[src/rtl/muldiv_pkg.sv]
// Shared constants for the iterative RV32M multiply/divide unit.
// Holds funct3 op codes, FSM states, iteration count and special-case results.
// No logic beyond a small decode helper.
package muldiv_pkg;

    localparam logic [2:0] F_MUL    = 3'b000;
    localparam logic [2:0] F_MULH   = 3'b001;
    localparam logic [2:0] F_MULHSU = 3'b010;
    localparam logic [2:0] F_MULHU  = 3'b011;
    localparam logic [2:0] F_DIV    = 3'b100;
    localparam logic [2:0] F_DIVU   = 3'b101;
    localparam logic [2:0] F_REM    = 3'b110;
    localparam logic [2:0] F_REMU   = 3'b111;

    typedef enum logic [1:0] {
        ST_IDLE = 2'd0,
        ST_CALC = 2'd1,
        ST_DONE = 2'd2
    } state_t;

    localparam int         ITERATIONS = 32;
    localparam logic [5:0] ITER_LAST  = 6'(ITERATIONS - 1);

    localparam logic [31:0] QUOT_ALL_ONES = 32'hFFFF_FFFF;
    localparam logic [31:0] INT_MIN       = 32'h8000_0000;

    // REM and REMU both have funct3 = 11x
    function automatic logic is_rem(input logic [2:0] f);
        return f[2] & f[1];
    endfunction

endpackage

[src/rtl/muldiv_negate.sv]
// Conditional two's-complement negation (magnitude conversion / sign fix-up).
// Latency: purely combinational.
// Backpressure: none, no state.
module muldiv_negate #(
    parameter int W = 64
) (
    input  logic         en,
    input  logic [W-1:0] val,
    output logic [W-1:0] res
);

    assign res = en ? (~val + W'(1)) : val;

endmodule

[src/rtl/muldiv_unit.sv]
// Iterative RV32M multiply/divide: shift-add multiply, restoring divide, one bit per cycle.
// Latency: 33 cycles start-to-done for normal ops, 1 cycle for special cases.
// Backpressure: busy high while iterating; start ignored unless IDLE. Divider built only with MULDIV_DIV_EN.
module muldiv_unit
    import muldiv_pkg::*;
#(
    parameter int XLEN = 32
) (
    input  logic            clk,
    input  logic            reset,
    input  logic            start,
    input  logic [2:0]      funct3,
    input  logic [XLEN-1:0] op_a,
    input  logic [XLEN-1:0] op_b,
    output logic            busy,
    output logic            done,
    output logic [XLEN-1:0] result
);

    localparam int W2 = 2 * XLEN;

    state_t          state, state_next;
    logic [5:0]      cnt;
    logic [2:0]      op;
    logic            neg;
    logic [XLEN-1:0] opnd;   // multiplicand for MUL*, divisor for DIV*
    logic [W2-1:0]   acc;    // MUL*: {partial product, multiplier}; DIV*: quotient in low half

    logic            is_div, a_signed, b_signed, sign_a, sign_b, neg_in;
    logic [XLEN-1:0] abs_a, abs_b;
    logic            special;
    logic [XLEN-1:0] special_res;

    logic [XLEN:0]   mul_sum;
    logic [W2-1:0]   step_acc;
    logic [W2-1:0]   fin_val, fin_corr;
    logic [XLEN-1:0] fin_res;

`ifdef MULDIV_DIV_EN
    logic [XLEN-1:0] rem;
    logic [XLEN-1:0] step_rem;
    logic [XLEN:0]   part_rem, trial;
`endif

    // Operand signedness and the sign the final result must carry
    always_comb begin
        is_div   = funct3[2];
        a_signed = funct3 inside {F_MUL, F_MULH, F_MULHSU, F_DIV, F_REM};
        b_signed = funct3 inside {F_MUL, F_MULH, F_DIV, F_REM};
        sign_a   = a_signed & op_a[XLEN-1];
        sign_b   = b_signed & op_b[XLEN-1];
        neg_in   = is_rem(funct3) ? sign_a : (sign_a ^ sign_b);
    end

    muldiv_negate #(.W(XLEN)) u_abs_a (.en(sign_a), .val(op_a), .res(abs_a));
    muldiv_negate #(.W(XLEN)) u_abs_b (.en(sign_b), .val(op_b), .res(abs_b));

    // Ops whose result is known at accept time and bypass the iteration
    always_comb begin
        special     = 1'b0;
        special_res = '0;
`ifdef MULDIV_DIV_EN
        if (is_div) begin
            if (op_b == '0) begin
                special     = 1'b1;
                special_res = funct3[1] ? op_a : QUOT_ALL_ONES;
            end else if (!funct3[0] && op_a == INT_MIN && op_b == QUOT_ALL_ONES) begin
                special     = 1'b1;
                special_res = funct3[1] ? '0 : INT_MIN;
            end
        end
`else
        if (is_div) begin
            special = 1'b1;
        end
`endif
    end

    // One iteration of shift-add multiply or restoring divide
    always_comb begin
        mul_sum  = {1'b0, acc[W2-1:XLEN]} + (acc[0] ? {1'b0, opnd} : {(XLEN+1){1'b0}});
        step_acc = {mul_sum, acc[XLEN-1:1]};
`ifdef MULDIV_DIV_EN
        part_rem = {rem, acc[XLEN-1]};
        trial    = part_rem - {1'b0, opnd};
        step_rem = part_rem[XLEN-1:0];
        if (op[2]) begin
            if (!trial[XLEN]) begin
                step_rem = trial[XLEN-1:0];
                step_acc = {acc[W2-1:XLEN], acc[XLEN-2:0], 1'b1};
            end else begin
                step_acc = {acc[W2-1:XLEN], acc[XLEN-2:0], 1'b0};
            end
        end
`endif
    end

    // Select the raw magnitude produced by the final iteration
    always_comb begin
        fin_val = step_acc;
`ifdef MULDIV_DIV_EN
        if (op[2]) begin
            fin_val = is_rem(op) ? {{XLEN{1'b0}}, step_rem} : {{XLEN{1'b0}}, step_acc[XLEN-1:0]};
        end
`endif
    end

    muldiv_negate #(.W(W2)) u_fix (.en(neg), .val(fin_val), .res(fin_corr));

    // MUL and divides return the low word, MULH* the high word of the corrected product
    always_comb begin
        fin_res = (op == F_MUL || op[2]) ? fin_corr[XLEN-1:0] : fin_corr[W2-1:XLEN];
    end

    // State register
    always_ff @(posedge clk or posedge reset) begin
        if (reset) state <= ST_IDLE;
        else       state <= state_next;
    end

    // Next-state and status outputs
    always_comb begin
        state_next = state;
        busy       = 1'b0;
        done       = 1'b0;
        case (state)
            ST_IDLE: if (start) state_next = special ? ST_DONE : ST_CALC;
            ST_CALC: begin
                busy = 1'b1;
                if (cnt == ITER_LAST) state_next = ST_DONE;
            end
            ST_DONE: begin
                done       = 1'b1;
                state_next = ST_IDLE;
            end
            default: state_next = ST_IDLE;
        endcase
    end

    // Operand capture, iteration datapath and result register
    always_ff @(posedge clk or posedge reset) begin
        if (reset) begin
            cnt    <= '0;
            op     <= '0;
            neg    <= 1'b0;
            opnd   <= '0;
            acc    <= '0;
            result <= '0;
`ifdef MULDIV_DIV_EN
            rem    <= '0;
`endif
        end else begin
            case (state)
                ST_IDLE: begin
                    if (start) begin
                        op  <= funct3;
                        neg <= neg_in;
                        cnt <= '0;
                        if (special) begin
                            result <= special_res;
                        end else begin
                            opnd <= is_div ? abs_b : abs_a;
                            acc  <= is_div ? {{XLEN{1'b0}}, abs_a} : {{XLEN{1'b0}}, abs_b};
`ifdef MULDIV_DIV_EN
                            rem  <= '0;
`endif
                        end
                    end
                end
                ST_CALC: begin
                    acc <= step_acc;
`ifdef MULDIV_DIV_EN
                    rem <= step_rem;
`endif
                    if (cnt == ITER_LAST) begin
                        cnt    <= '0;
                        result <= fin_res;
                    end else begin
                        cnt <= cnt + 6'd1;
                    end
                end
                default: ;
            endcase
        end
    end

endmodule

[config.mk]
export PLATFORM = sky130hd
export DESIGN_NAME = muldiv_unit
export DESIGN_NICKNAME = d
export VERILOG_FILES = /design/src/rtl/muldiv_pkg.sv /design/src/rtl/muldiv_negate.sv /design/src/rtl/muldiv_unit.sv
export SDC_FILE = /design/constraint.sdc
export NUM_CORES = 1
export LEC_CHECK = 0
export ABC_AREA = 1
export CORE_MARGIN = 2
export CORE_UTILIZATION = 45
export DETAILED_ROUTE_END_ITERATION = 6
export PLACE_DENSITY = 0.67
export SLEW_MARGIN = 20
export SYNTH_ARGS = -nofsm -noshare
export SYNTH_HDL_FRONTEND = slang
export SYNTH_SLANG_ARGS = --single-unit
[constraint.sdc]
create_clock -name clk -period 4.5 [get_ports clk]
set_input_delay 0.9 -clock clk [delete_from_list [all_inputs] [get_ports clk]]
set_output_delay 0.9 -clock clk [all_outputs]
set_load 0.05 [all_outputs]
==> metrics <==
wire per inst=16.2 um; Setup-failing EPs final=0; FP Rows=60; number of buffers created by CTS=17; HP Class=flop to flop; IO Count=104; number of synthesis warnings=0; PortBufs=103; Sw Ratio=54.1%; hold_buf cts=0; first-pass GRT wire length=63.7 mm; CP startpoint kind=flop; sequential share of power=22.7%; critical path peak fanout=18; final hold viol count=0; clock sinks=140; Fill cells=2748; post-synthesis register bit count=140; Final WS setup=1.04 ns; Place WS=1.06 ns; antenna violations before repair=0; DRT Wirelength=39.0 mm; Max-Cap Viols=0; FMAX=289 MHz; Layout Cells excl Fill=2409; Max Slew Vio Count=0; logic gate share of total power=62.0%; Crit. End Element=flop; Residual DRC=0; CTS tree=built; gp weighted congestion=0.955; syn nets=2079; Worst EP required=4.83 ns; clk_skew=0.0133 ns; worst path arrival time=3.80 ns; status=finished, final reports clean; pwr dens=678 nW/um^2; RSZ-0062 raised after global routing=false; Root Buffer=clkbuf_16; NumNets Final=2162; WS Path Type=flop to flop; Post-Synthesis Mean Instance Area=6.24 um^2; Longest Clk Path Bufs=2; Area Growth Syn to Fin=15.8%; EDFF count, synth=0; crit share post-route=77.0%; Static Leak=7.50 nW; Resized Gates After CTS=0; clock power share=15.3%; DR pass1 iterations=5; setup TNS=0 ns; Tot GR Track Use=28.1%; largest net degree at the start of global routing=141; Int Pwr=4.43 mW; Synth Instances=1972; multi-input logic area=7300 um^2; sequential cell area=3500 um^2; Cells after DPL=2377; htree depth=4; Netlist cell types=52; worst skew pair latency=0.44 ns; number of antenna diodes=0; Vias=12804; Period minus WS final=3.46 ns; starting density of the core=45.8%; final hold slack=0.478 ns; sequential cell area fraction in the yosys report=28.5%; DR iter-0 viols=1173; core area=26900 um^2; Chip Width=169 um; Synth async-reset ratio=100%; antenna-violating nets left=0; layout cells sized above 1=6.87%; Least-Margin Pin Slew=1.03 ns; Switch Pwr=5.22 mW; Synth Flop Type=dfrtp_1; Die H=169 um; number of global-route vias before repair=11929; Die Area=28700 um^2; Detailed Place HPWL=30.6 mm; maximum vdd drop=0.352 mV; vias per std cell=5.32; clock transition at the registers of the reported paths=0.07 ns; post-CTS setup buffer count=0; GRT overflow=0; slew margin rel.=31.5%; Synth Cell Area=12300 um^2
==> per-stage QoR <==
step | instance area (um^2) | util [%] | power (mW)
2_1_floorplan | 12300 | - | 6.36
3_3_place_gp | 13600 | 50.7 | 8.01
3_5_place_dp | 13600 | 50.7 | 8.08
4_1_cts | 14200 | 53.0 | 9.59
5_1_grt | 14200 | 53.0 | 10.5
6_report | 14200 | 53.0 | 9.65
==> cell usage in the layout, fill, tap and decap left out, types with 24 or more instances in the layout <==
cell	Yosys	layout
nand2_1	617	617
inv_1	326	325
nand3_1	158	158
nor2_1	154	152
dfrtp_1	140	139
o21ai_0	122	122
clkdlybuf4s50_1	0	103
a21oi_1	69	69
ha_1	36	36
xor2_1	31	31
nor3_1	26	26
nand2_2	25	25
o221ai_1	25	25
nor2_2	23	24
==> power by group through the flow <==
stage	Combinational [mW]	Sequential, mW	Clock, mW
finish	5.98	2.19	1.47
global route	6.68	2.24	1.54
CTS	5.91	2.18	1.50
detailed placement	5.88	2.20	0
global placement	5.81	2.19	0
floorplan	4.03	2.33	0
==> synth_stat cells, drive strengths merged, types with 25 or more instances <==
cell	instances	share of area, %
o221ai	25	1.8
inv	335	10
dfrtp	140	28
nor2	182	6.3
ha	36	3.7
a21oi	70	2.9
nand3	170	7.4
o21ai	136	5.7
xor2	32	2.3
nand2	642	20
nor3	34	1.8
clkbuf	36	1.1
==> area by class of cell <==
type                            instances  share of cell area (%)
Inverter                              336                    8.89
Multi-Input combinational cell       1444                    51.3
Tap cell                              341                    3.00
Clock inverter                         15                    1.22
Timing Repair Buffer                  116                    8.02
Sequential cell                       140                    24.6
Clock buffer                           17                    2.99
==> per-layer routing <==
metal / up-vias / global-route usage [%] / wire (um)
met5: - / 0 / 0
met4: 0 / 11.6 / 1520
met3: 66 / 3.10 / 2040
met2: 390 / 41.5 / 16300
met1: 5867 / 41.6 / 19100
li1: 6481 / - / -
==> critical path: stages, from the launching register on <==
cell	delay (ns)
dfrtp_1	0.55
buf_4	0.29
nand2_1	0.09
inv_1	0.04
ha_1	0.23
fa_1	0.44
nand2_1	0.10
nand2_1	0.10
nand3_1	0.11
nand2_2	0.10
xor2_2	0.20
nor2_1	0.19
nand3_2	0.12
nor2_1	0.23
nand2_1	0.09
nor2_1	0.09
nand2_1	0.07
nand3_1	0.06
nand3_1	0.09
nand2_1	0.11
nand2_1	0.05
==> cell families after synthesis <==
| logic type | Yosys count | share of synthesized area [%] |
|---|---|---|
| and+or+nand+nor | 1080 | 38.5 |
| buffers and inverters | 388 | 12.3 |
| AOI/OAI and AO/OA | 282 | 13.5 |
| DFF | 140 | 28.5 |
| adders and majority gates | 37 | 3.83 |
| xor gates and xnor gates | 32 | 2.34 |
| muxes | 13 | 1.06 |
==> final timing paths <==
path                            start          to  slack (ns)  depth (start not counted)
setup / recovery               acc[0]  result[29]        1.04                         20
hold / removal             result[26]  result[26]        0.48                          2
setup reg to reg               acc[0]  result[29]        1.04                         20
hold reg to reg            result[26]  result[26]        0.48                          2
max in group asynchronous       reset  result[15]        2.87                          3
min in group asynchronous       reset    opnd[16]        1.02                          3
==> sequential cells by signal (all words and copies together) (netlist names) <==
signal  cells
cnt         6
acc        64
result     32
op          3
state       2
neg         1
opnd       32
Power figures use the tool's default switching activity.
